===== config.mk =====
export PLATFORM = sky130hd
export DESIGN_NAME = ss_glyph_decode
export DESIGN_NICKNAME = d
export VERILOG_FILES = /design/src/rtl/ss_pkg.sv /design/src/rtl/ss_glyph_decode.sv
export SDC_FILE = /design/constraint.sdc
export NUM_CORES = 1
export LEC_CHECK = 0
export CAP_MARGIN = 20
export CELL_PAD_IN_SITES_DETAIL_PLACEMENT = 1
export CELL_PAD_IN_SITES_GLOBAL_PLACEMENT = 2
export CORE_MARGIN = 5
export CORE_UTILIZATION = 27
export DETAILED_ROUTE_END_ITERATION = 7
export PLACE_DENSITY = 0.9
export REMOVE_ABC_BUFFERS = 1
export SLEW_MARGIN = 25
export SYNTH_ARGS = -nofsm -noshare
export SYNTH_HDL_FRONTEND = slang
export SYNTH_SLANG_ARGS = --single-unit
export TNS_END_PERCENT = 50

===== constraint.sdc =====
create_clock -name vclk -period 3.3
set_clock_uncertainty 0.2 [all_clocks]
set_input_delay 0.99 -clock vclk [all_inputs]
set_output_delay 0.99 -clock vclk [all_outputs]
set_load 0.02 [all_outputs]

===== src/rtl/ss_pkg.sv =====
// Shared definitions for the seven-segment count checker: glyph patterns,
// FSM states, glyph classes and the displayed-value increment rule.
package ss_pkg;

   localparam logic [6:0] SEG_0     = 7'h40;
   localparam logic [6:0] SEG_1     = 7'h79;
   localparam logic [6:0] SEG_2     = 7'h24;
   localparam logic [6:0] SEG_3     = 7'h30;
   localparam logic [6:0] SEG_4     = 7'h19;
   localparam logic [6:0] SEG_5     = 7'h12;
   localparam logic [6:0] SEG_6     = 7'h02;
   localparam logic [6:0] SEG_7     = 7'h78;
   localparam logic [6:0] SEG_8     = 7'h00;
   localparam logic [6:0] SEG_9     = 7'h10;
   localparam logic [6:0] SEG_A     = 7'h08;
   localparam logic [6:0] SEG_B     = 7'h03;
   localparam logic [6:0] SEG_C     = 7'h46;
   localparam logic [6:0] SEG_D     = 7'h21;
   localparam logic [6:0] SEG_E     = 7'h06;
   localparam logic [6:0] SEG_F     = 7'h0E;
   localparam logic [6:0] SEG_BLANK = 7'h7F;

   typedef enum logic [1:0] {
      IDLE    = 2'd0,
      ACQUIRE = 2'd1,
      TRACK   = 2'd2
   } state_e;

   typedef enum logic [1:0] {
      LEGAL   = 2'd0,
      BLANK   = 2'd1,
      ILLEGAL = 2'd2
   } glyph_cls_e;

   // One decoded display word: per-digit class plus the four nibbles.
   typedef struct packed {
      logic [3:0][1:0] cls;
      logic [15:0]     value;
   } cand_t;

   function automatic logic [15:0] inc_value(input logic [15:0] v, input int modulus);
      logic [15:0] r;
      logic        carry;
      r     = v;
      carry = 1'b1;
      if (modulus == 16) begin
         r = v + 16'd1;
      end else begin
         for (int i = 0; i < 4; i++) begin
            if (carry) begin
               if (v[i*4 +: 4] == 4'd9) begin
                  r[i*4 +: 4] = 4'd0;
               end else begin
                  r[i*4 +: 4] = v[i*4 +: 4] + 4'd1;
                  carry       = 1'b0;
               end
            end
         end
      end
      return r;
   endfunction

endpackage


===== src/rtl/ss_glyph_decode.sv =====
// Maps one active-low segment pattern back to its nibble and classifies it
// as a legal digit, blank, or illegal for the configured radix.
module ss_glyph_decode
   import ss_pkg::*;
#(
   parameter int MODULUS = 10
) (
   input  logic [6:0] seg_i,
   output logic [3:0] nibble_o,
   output glyph_cls_e cls_o
);

   logic known;

   always_comb begin
      nibble_o = 4'd0;
      known    = 1'b1;
      case (seg_i)
         SEG_0:   nibble_o = 4'h0;
         SEG_1:   nibble_o = 4'h1;
         SEG_2:   nibble_o = 4'h2;
         SEG_3:   nibble_o = 4'h3;
         SEG_4:   nibble_o = 4'h4;
         SEG_5:   nibble_o = 4'h5;
         SEG_6:   nibble_o = 4'h6;
         SEG_7:   nibble_o = 4'h7;
         SEG_8:   nibble_o = 4'h8;
         SEG_9:   nibble_o = 4'h9;
         SEG_A:   nibble_o = 4'hA;
         SEG_B:   nibble_o = 4'hB;
         SEG_C:   nibble_o = 4'hC;
         SEG_D:   nibble_o = 4'hD;
         SEG_E:   nibble_o = 4'hE;
         SEG_F:   nibble_o = 4'hF;
         default: known    = 1'b0;
      endcase
   end

   // A well-formed glyph above the radix (A-F in BCD) is still illegal.
   always_comb begin
      if (seg_i == SEG_BLANK) begin
         cls_o = BLANK;
      end else if (!known || ({1'b0, nibble_o} >= 5'(MODULUS))) begin
         cls_o = ILLEGAL;
      end else begin
         cls_o = LEGAL;
      end
   end

endmodule


==> impl_metrics.tcl, run 1 <==
set metrics [dict create \
    status "finished, violations left" \
    violations "setup timing" \
    hold_viol_final 0 \
    crit_top_cell "buf_6" \
    die_area_um2 2480 \
    fillCellCount 181 \
    layoutNonFillerInstCount 109 \
    setup_slack_ns -0.165 \
    critPathSlowestCell "nor4b_4" \
    place_congestion 0.789 \
    antennaDiodeCount 0 \
    min_period_ns 3.47 \
    irDropWorstVdd_uv 54.7 \
    met1_usage_pct 18.6 \
    nClkBuffers 0 \
    wl_per_cell_um 18.9 \
    cp.required_ns 2.11 \
    cp-startpoint "seg_i[3]" \
    rows 14 \
    cp_data_arrival_time_ns 2.28 \
    fmax_ghz 0.289 \
    ys_warn_count 0 \
    finalWirelength_mm 2.06 \
    yosysTopAreaCell "buf_6" \
    path_class "in -> out" \
    syn-instance-count 60 \
    slowest_delay_ns 0.32 \
    crit_chain "buf_8 > buf_6 > nor4b_4 > a31oi_2 > o211ai_2 > nor2_1 > a32o_2 > buf_6" \
    vias_per_cell 5.71 \
    final-seq-area_um2 0 \
    tightest_slew_ns 0.254 \
    maxCapViolCount 0 \
    die_width_um 49.8 \
    antenna_found_initial 0 \
    setup_viol 4 \
    use_met2_pct 31.8 \
    power.share.clock_pct 0 \
    hold_path_class "in -> out" \
    final_nets 102 \
    swShare_pct 49.3 \
    initial_core_util_pct 28.3 \
    drt_first_iter_violations 21 \
    core_um2 1510 \
    dp.cells 107 \
    p_leak_nw 0.357 \
    p_int_w 0.0000476 \
    syn_to_final_growth_pct 84.8 \
    holdPathStages 4 \
    synth_top_area_share_pct 7.92 \
    grt-ovfl-total 0 \
    grtUsageTotal_pct 16.0 \
    drive_above_1_share_pct 65.6 \
    switching_power_w 0.0000462 \
    critPathCaptureType "primary output" \
    period_share_pct 105 \
    drv_slew 0 \
    io_pins 13 \
    synthTopCellsByArea "buf_6, nor2_1, nor4b_4" \
    place_ws_ns -1.04 \
    dr.pass1.iters 4 \
    ant_nets 0 \
    vias 622 \
    seqPwrFrac_pct 0 \
    cp-start-kind "input pin" \
    drc 0 \
    ys_seq_area_share_pct 0 \
    io_buffers 13 \
    syn_avg_cell_area_um2 7.11 \
    grt_pass1_vias 668 \
    use_met3_pct 1.51 \
    critPathCapture "cls_o[1]" \
    worst_hold_slack_ns 2.23 \
    synth.cell_area_um2 427 \
    grt_pass1_wl_mm 3.26 \
    synth_cell_types 32 \
    tns_ns -0.255 \
    hpwl_mm 1.39 \
    layout.core_utilization_pct 52.3 \
    fp.dieH_um 49.8 \
    flops_and_latches 0 \
    power_density_nw_per_um2 119 \
    combPwrFrac_pct 100.0 \
    slew_headroom_pct 82.8 \
    grt_setup_unrepaired "yes" \
    multi_input_area_um2 423 \
    top_usage_layer "met2" \
    grt_start_max_net_pins 9 \
    crit_fanout 6 \
]
==> kinds of logic after synthesis <==
kind of cell	share of synthesized area [%]
AND/OR/NAND/NOR	50.1
AO/OA/AOI/OAI	29.0
buffers and inverters	18.5
multiplexers	2.35
==> layout by cell type, fill, tap and decap left out <==
cell,n
inv_1,2
nor3b_2,1
buf_6,10
a32o_2,1
nor3b_4,1
or3b_4,1
a31oi_1,1
o21ai_0,3
a221oi_2,1
o21ai_2,1
o211ai_2,1
a41oi_1,1
a31o_4,1
a21oi_2,1
nand3_1,1
a311o_1,1
buf_2,3
and3_2,1
nor2_1,7
nor2b_1,2
a21oi_1,3
nor3_2,2
nand3b_1,3
nor2_4,1
nand3_2,1
or2_4,2
nand2_1,5
buf_4,26
mux2i_2,1
nor4b_2,1
nor4b_4,1
o32ai_2,1
buf_8,1
nand4_1,3
a31oi_2,1
==> worst min path at each step <==
stage | start | to | slack (ns)
after floorplan | seg_i[3] | nibble_o[0] | 1.91
after global placement | seg_i[3] | nibble_o[0] | 3.11
after detailed placement | seg_i[3] | nibble_o[0] | 3.14
after CTS | seg_i[3] | nibble_o[0] | 2.22
after global routing | seg_i[3] | nibble_o[0] | 2.26
final | seg_i[3] | nibble_o[0] | 2.23
==> power by group through the flow <==
stage	Sequential (W)	Clock, W	Combinational, W
after floorplan	0	0	0.0000251
after global placement	0	0	0.0000751
after detailed placement	0	0	0.0000779
after CTS	0	0	0.0000868
after global routing	0	0	0.0000992
final	0	0	0.0000937
==> per-stage QoR <==
| step | cell area, µm² | total power, W |
|---|---|---|
| final | 788 | 0.0000937 |
| after global routing | 788 | 0.0000992 |
| after CTS | 759 | 0.0000868 |
| after detailed placement | 693 | 0.0000779 |
| after global placement | 693 | 0.0000751 |
| after floorplan | 355 | 0.0000251 |
==> synthesized netlist by cell type <==
library cell  count
a311o_1           1
buf_4             3
a32o_1            1
nor3b_2           1
mux2i_1           1
buf_6             3
o211ai_2          1
a221oi_1          1
and3_2            1
nand3_2           1
nor4b_4           1
nor3_2            1
nand3_1           1
nand3b_1          3
o21ai_0           3
nor4b_1           1
a21oi_1           4
nor2b_1           2
o21ai_2           1
buf_8             1
nand4_1           3
a41oi_1           1
a31o_2            1
nor3b_1           1
nand2_1           5
nor3_1            1
nor2_1            8
inv_1             2
or3b_1            1
a31oi_1           2
o32ai_1           1
or2_1             2
==> cell type report <==
type	instances	share of cell area [%]
multi-input combinational	51	53.7
inverter	2	0.952
tap	16	2.54
timing repair buffer	40	42.9
==> repair_timing <==
| action | in CTS | in global routing |
|---|---|---|
| hold endpoints to repair | 0 | 0 |
| setup buffers | 2 | 1 |
| pin swaps | 13 | 4 |
| resized for setup | 80 | 8 |
| hold buffers | 0 | 0 |
| gates cloned | 0 | 0 |
| setup endpoints to repair | 6 | 5 |
==> per-layer routing <==
metal | up-vias | wire, µm
li1 | 293 | -
met4 | 0 | 49
met1 | 303 | 876
met3 | 6 | 58
met5 | - | 0
met2 | 20 | 1080
==> worst max-delay path: cells and delay by family <==
| family | cells | cell delay (ns) |
|---|---|---|
| AOI/OAI and AO/OA | 3 | 0.56 |
| and+or+nand+nor | 2 | 0.39 |
| buffers and inverters | 3 | 0.35 |
Note: power is estimated with default switching activity, not from simulation.
==> inputs of run 2 (changes only) <==
--- a/config.mk
+++ b/config.mk
@@ -5,7 +5,6 @@
 export SDC_FILE = /design/constraint.sdc
 export NUM_CORES = 1
 export LEC_CHECK = 0
-export CAP_MARGIN = 20
 export CELL_PAD_IN_SITES_DETAIL_PLACEMENT = 1
 export CELL_PAD_IN_SITES_GLOBAL_PLACEMENT = 2
 export CORE_MARGIN = 5
==> results of run 2 <==
No change in the layout: final DEF, timing and power equal those of run 1.
